**config.mk**
```make
export PLATFORM = sky130hd
export DESIGN_NAME = spi_frame_writer
export DESIGN_NICKNAME = d
export VERILOG_FILES = /design/src/rtl/spi_frame_writer.sv
export SDC_FILE = /design/constraint.sdc
export NUM_CORES = 1
export LEC_CHECK = 0
export CAP_MARGIN = 20
export CORE_AREA = 3 3 82 84
export CTS_BUF_LIST = sky130_fd_sc_hd__clkbuf_8
export CTS_CLUSTER_DIAMETER = 100
export CTS_CLUSTER_SIZE = 28
export DETAILED_ROUTE_END_ITERATION = 10
export DIE_AREA = 0 0 85 87
export GPL_ROUTABILITY_DRIVEN = 1
export PLACE_DENSITY = 0.87
export SYNTH_ARGS = -nofsm -noshare
export SYNTH_HDL_FRONTEND = slang
export SYNTH_SLANG_ARGS = --single-unit
```
**constraint.sdc**
```tcl
create_clock -name clk_in -period 5.3 [get_ports clk_in]
set_input_delay 0.795 -clock clk_in [delete_from_list [all_inputs] [get_ports clk_in]]
set_output_delay 0.795 -clock clk_in [all_outputs]
set_load 0.02 [all_outputs]
```
**src/rtl/spi_frame_writer.sv**
```systemverilog
// Frame writer behind the SPI receiver: places each pixel byte into one half of a
// double-buffered frame BRAM, checks frame length and publishes the newest good bank.
module spi_frame_writer #(
    parameter int DATA_WIDTH = 8,
    parameter int H_PIXELS   = 320,
    parameter int V_PIXELS   = 240,
    parameter int CNT_WIDTH  = $clog2(H_PIXELS * V_PIXELS)
) (
    input  logic                  clk_in,
    input  logic                  rst_in,
    input  logic [DATA_WIDTH-1:0] data_in,
    input  logic                  data_valid_in,
    input  logic                  final_pixel_in,
    output logic [DATA_WIDTH-1:0] pixel_out,
    output logic [CNT_WIDTH:0]    addr_out,
    output logic                  we_out,
    output logic                  ready_bank_out,
    output logic                  frame_done_out,
    output logic                  frame_error_out,
    output logic [15:0]           frame_count_out,
    output logic [7:0]            error_count_out,
    output logic [1:0]            state_out
);

    localparam int TOTAL = H_PIXELS * V_PIXELS;
    // One extra index bit so the "overrun armed" value TOTAL is representable.
    localparam int IW = CNT_WIDTH + 1;
    localparam logic [IW-1:0] IDX_LAST = IW'(TOTAL - 1);
    localparam logic [IW-1:0] IDX_END  = IW'(TOTAL);

    typedef enum logic [1:0] {
        SYNC   = 2'd0,
        ACTIVE = 2'd1,
        DROP   = 2'd2
    } state_t;

    state_t                  state_q, state_d;
    logic [IW-1:0]           index_q, index_d;
    logic                    wbank_q, wbank_d;
    logic [DATA_WIDTH-1:0]   pixel_d;
    logic [CNT_WIDTH:0]      addr_d;
    logic                    we_d, done_d, err_d, ready_d;
    logic [15:0]             fcnt_d;
    logic [7:0]              ecnt_d, ecnt_sat;

    assign state_out = state_q;
    assign ecnt_sat  = (error_count_out == 8'hFF) ? 8'hFF : error_count_out + 8'd1;

    always_comb begin
        state_d = state_q;
        index_d = index_q;
        wbank_d = wbank_q;
        pixel_d = pixel_out;
        addr_d  = addr_out;
        we_d    = 1'b0;
        done_d  = 1'b0;
        err_d   = 1'b0;
        ready_d = ready_bank_out;
        fcnt_d  = frame_count_out;
        ecnt_d  = error_count_out;
        case (state_q)
            SYNC, DROP: begin
                if (data_valid_in && final_pixel_in) begin
                    state_d = ACTIVE;
                    index_d = '0;
                end
            end
            ACTIVE: begin
                if (data_valid_in) begin
                    if (index_q == IDX_END) begin
                        // Byte beyond a full frame: flag once, then resync on the next marker.
                        err_d  = 1'b1;
                        ecnt_d = ecnt_sat;
                        if (final_pixel_in) index_d = '0;
                        else                state_d = DROP;
                    end else begin
                        we_d    = 1'b1;
                        pixel_d = data_in;
                        addr_d  = {wbank_q, index_q[CNT_WIDTH-1:0]};
                        if (final_pixel_in) begin
                            index_d = '0;
                            if (index_q == IDX_LAST) begin
                                done_d  = 1'b1;
                                ready_d = wbank_q;
                                wbank_d = ~wbank_q;
                                fcnt_d  = frame_count_out + 16'd1;
                            end else begin
                                err_d  = 1'b1;
                                ecnt_d = ecnt_sat;
                            end
                        end else begin
                            index_d = index_q + IW'(1);
                        end
                    end
                end
            end
            default: state_d = SYNC;
        endcase
    end

    always_ff @(posedge clk_in or posedge rst_in) begin
        if (rst_in) begin
            state_q         <= SYNC;
            index_q         <= '0;
            wbank_q         <= 1'b1;
            pixel_out       <= '0;
            addr_out        <= '0;
            we_out          <= 1'b0;
            ready_bank_out  <= 1'b0;
            frame_done_out  <= 1'b0;
            frame_error_out <= 1'b0;
            frame_count_out <= '0;
            error_count_out <= '0;
        end else begin
            state_q         <= state_d;
            index_q         <= index_d;
            wbank_q         <= wbank_d;
            pixel_out       <= pixel_d;
            addr_out        <= addr_d;
            we_out          <= we_d;
            ready_bank_out  <= ready_d;
            frame_done_out  <= done_d;
            frame_error_out <= err_d;
            frame_count_out <= fcnt_d;
            error_count_out <= ecnt_d;
        end
    end

endmodule
```
* Yosys cells after proc, flatten, opt, wreduce, memory -nomap -nowiden
Cells that the tools add are included.
** Cells by class
- Add/subtract/negate cells :: 3
- Equality and inequality tests :: 11
- Muxes and demuxes :: 28
- Bitwise operators :: 2
- Reductions and logical operators :: 10
** Operators by type and width (count)
- $mux 18 :: 5
- $eq 18x17->1 const B :: 2
- $pmux 18 s2 :: 1
- $mux 8 :: 4
- $add 18x1->18 const B :: 1
- $add 16x1->16 const B :: 1
- $mux 1 :: 13
- $reduce_and 4->1 :: 3
- $ne 2x2->1 const B :: 5
- $add 8x1->8 const B :: 1
- $eq 8x8->1 const B :: 1
- $mux 2 :: 4
- $reduce_and 5->1 :: 1
- $pmux 2 s2 :: 1
- $reduce_bool 2->1 :: 2
- $ne 3x3->1 const B :: 1
- $reduce_and 3->1 :: 1
- $eq 2x1->1 const B :: 1
- $eq 2x2->1 const B :: 1
- $logic_not 2->1 :: 1
- $not 1->1 :: 2
- $reduce_or 2->1 :: 1
- $logic_and 1x1->1 :: 1
** Word-level totals
- Bits in registers :: 75
- Input bits :: 12
- Output and inout bits :: 56
- Logic and storage cells :: 65

* Logic depth before layout (Yosys ltp)
- Depth in word-level cells :: 6
- Depth in mapped cells :: 9
- Gate-level depth less buffers :: 7

* Least setup slack after synthesis
No wires, ideal clock.
- Kind :: input-to-reg
- From :: in data_valid_in
- To :: reg frame_count_out[3]
- Setup time :: 131 ps
- Data arrival time :: 2185 ps
- Data required time :: 5169 ps
- Setup slack :: 2984 ps
- Cell stages on the path :: 8
- Buffers on the path :: 2
- Cells stage by stage :: inv_1 or2_1 or4_4 buf_6 clkinv_2 buf_6 nand4_1 xnor2_1
** On the way
- Word-level cells in the longest chain between the ends :: 1
** Ends and longest elaborated chain
- from (decl) :: line 12 : input logic data_valid_in,
- $reduce_and 5->1 (no source line)
- to (signal assigned) :: line 124 : frame_count_out <= fcnt_d;
- to (decl) :: line 20 : output logic [15:0] frame_count_out,
No other way between the ends.
A chain may end at the register's enable or synchronous reset.

* Final worst setup path
- From :: in data_valid_in
- To :: reg frame_count_out[1]
The elaborated chain is that of the path after synthesis.

==> out/summary.txt <==
#FFs+latches synth: 75
combinational share of power: 20.5%
FMAX: 0.374 GHz
Sw Ratio: 28.7%
vias in the first global route: 2633
Placer Congestion: 0.866
first-pass GRT wire length: 13000 um
relative slew slack: 59.3%
diode count: 0
clk sinks: 75
die height: 87 um
leading cell type in the layout, fill and taps excluded: dfrtp_1
final hold viol count: 0
total die area: 7400 um2
gr usage total: 22.0%
setup violators final: 0
DR pass1 iterations: 8
Nets: 411
CTS tree: done
Seq pwr share: 49.8%
Synth cell types: 42
HP Start: addr_out[12]
Crit. End Element: flop
max cap viols: 0
Final Non-Filler Cells: 474
worst path required time: 5.53 ns
run status: finished, final reports clean
average cell area after synthesis: 10.8 um2
die width: 85 um
Min-Delay Endpoint: addr_out[12]
DRC viols: 0
clk_skew: 0.00610 ns
slowest CP cell: or4_4
dpl cell area: 4220 um2
crit-path cells: clkdlybuf4s50_1 > inv_1 > or2_1 > or4_4 > clkinv_2 > mux2_2
Post-Route WL: 7730 um
layout cells sized above 1: 14.3%
top_reg_cell synth: dfrtp_1
reg2reg start: index_q[0]
flop2flop setup slack: 2.75 ns
# port buffers: 67
H-tree Lvls: 3
CTS hold repair buffers: 0
CP Launch Type: input port
Hold Crit Class: reg -> reg
Vias: 2858
cts repair resizes: 0
largest net degree at the start of global routing: 49
IO Pins: 68
drt via density: 6.03
RSZ-0062 raised after global routing: false
dpl hpwl: 5200 um
internal power: 959 uW
Post CTS Setup Buffer Count: 0
dpl cells: 456
WP buf/inv: 3
worst r2r dst: frame_count_out[1]
# rows: 28
commonest cells after routing, fill and taps aside: 74 x dfrtp_1, 67 x clkdlybuf4s50_1, 35 x nand2_1, 29 x mux2_2, 18 x nand3_1
Iteration-0 DRC Markers: 247
cell family with most CP delay: simple AND/OR/NAND/NOR gates
initial antenna violation count: 0
setup ws final: 2.63 ns
largest cells by area after synthesis: dfrtp_1 53%, mux2_2 9.3%, nand2_1 3.7%, xnor2_1 3.2%, nand4_1 2.8%
initial core utilization: 58.7%
Post-synth ARST share: 100%
sequential area share after synthesis: 53.4%
Power Density: 303 nW/um2
clk buf depth: 2
worst vdd ir: 0.219 mV
Slew Viols, Final: 0
Fin Setup TNS: 0 ns
DR WL/cell: 16.3 um
crit-path max cell delay: 0.64 ns
GRT overflow: 0
worst-path fanout max: 13
power share of the clock group: 29.7%
Cell Area, Synth: 3520 um2
pre-CTS setup slack: 2.09 ns
FF-to-FF path depth: 6
Post-synth EDFFs: 0
crit path time final: 2.67 ns
Clock Latency Late Sink: 0.34 ns
depth of the worst hold-timing path: 2
Leak Pwr: 1.97 nW
fin crit share: 50.5%
critical path type: in -> reg
Syn-to-layout area delta: 26.2%
Synth area leader: dfrtp_1
number of CTS-inserted buffers: 9
Worst-Margin Slew: 0.611 ns
Core Area: 5990 um2
post-route ant nets: 0
Yosys Warn Count: 0
Synthesized Nets: 342
NetSw: 385 uW
Worst EP arrival: 2.90 ns
clock slew at reported path FFs: 0.07 ns
CTS root buf: clkbuf_8
area share of the largest cell type after synthesis: 52.7%
Mapped Cells: 326
Min Hold Slack: 0.480 ns
post-layout instance area: 4440 um2
[sequential cells by signal (all words and copies together), names as in the netlist, 2 cells and up]
name / count
state_out: 2
pixel_out: 8
addr_out: 18
frame_count_out: 16
index_q: 18
error_count_out: 8
[cells in the mapped netlist, drive strengths merged, types with 5 or more instances]
cell type  number
dfrtp          74
nand2          35
mux2           29
nand3          18
nand4          16
a31oi          15
o21ai          15
inv            13
xnor2          13
a21oi          12
and3           12
buf             9
nor3            8
clkbuf          6
nand2b          6
nor2            5
nor4            5
[routing by layer]
layer,up-vias,global-route usage (%),share of wire [%],wire length [um]
met5,-,0,0,0
met4,0,9.93,2.4,189
met3,26,3.60,5.5,424
met2,110,35.5,49,3760
met1,1402,29.4,43,3360
li1,1320,-,-,-
[cells by family after synthesis]
group                    after synthesis  synth area share, %
AO/OA/AOI/OAI                         54                 9.43
XOR/XNOR                              16                 3.99
AND/OR/NAND/NOR                      119                 18.6
flip-flops                            75                 53.4
adder cells (fa/ha/maj)                4                 1.42
buffers and inverters                 29                 3.88
multiplexers                          29                 9.29
[area by class of cell]
cell class	instances	area, um2
timing repair buffer	73	726
fill	420	1560
inverter	14	53.8
sequential	75	1880
multi-input combinational	222	1510
clock buffer	12	165
tap	75	93.8
clock inverter	3	13.8
[worst max-delay path by stage]
stage	start	end	depth (start not counted)
2_1_floorplan	rst_in	addr_out[0]	1
3_3_place_gp	data_valid_in	index_q[16]	6
3_5_place_dp	data_valid_in	index_q[16]	6
4_1_cts	data_valid_in	index_q[16]	6
5_1_grt	index_q[3]	addr_out[15]	5
6_report	data_valid_in	frame_count_out[1]	6
[power by group through the flow]
stage | logic, mW | registers, mW | clock network [mW]
final | 0.276 | 0.669 | 0.399
after detailed placement | 0.273 | 0.678 | 0
after global routing | 0.302 | 0.678 | 0.430
after floorplan | 0.113 | 0.717 | 0
after global placement | 0.268 | 0.675 | 0
after CTS | 0.276 | 0.668 | 0.406
[stage by stage]
| stage | total power, mW | util, % |
|---|---|---|
| 2_1_floorplan | 0.830 | - |
| 3_3_place_gp | 0.943 | 70.5 |
| 3_5_place_dp | 0.951 | 70.5 |
| 4_1_cts | 1.35 | 73.5 |
| 5_1_grt | 1.41 | 74.0 |
| 6_report | 1.34 | 74.0 |
[worst register-to-register path: stages (launching register included)]
cell and delay [ns]:
dfrtp_1 0.44, ha_1 0.23, nand3_1 0.16, or3_1 0.48, or4_4 0.59, clkinv_2 0.19
mux2_2 0.36
Power figures use the tool's default switching activity.
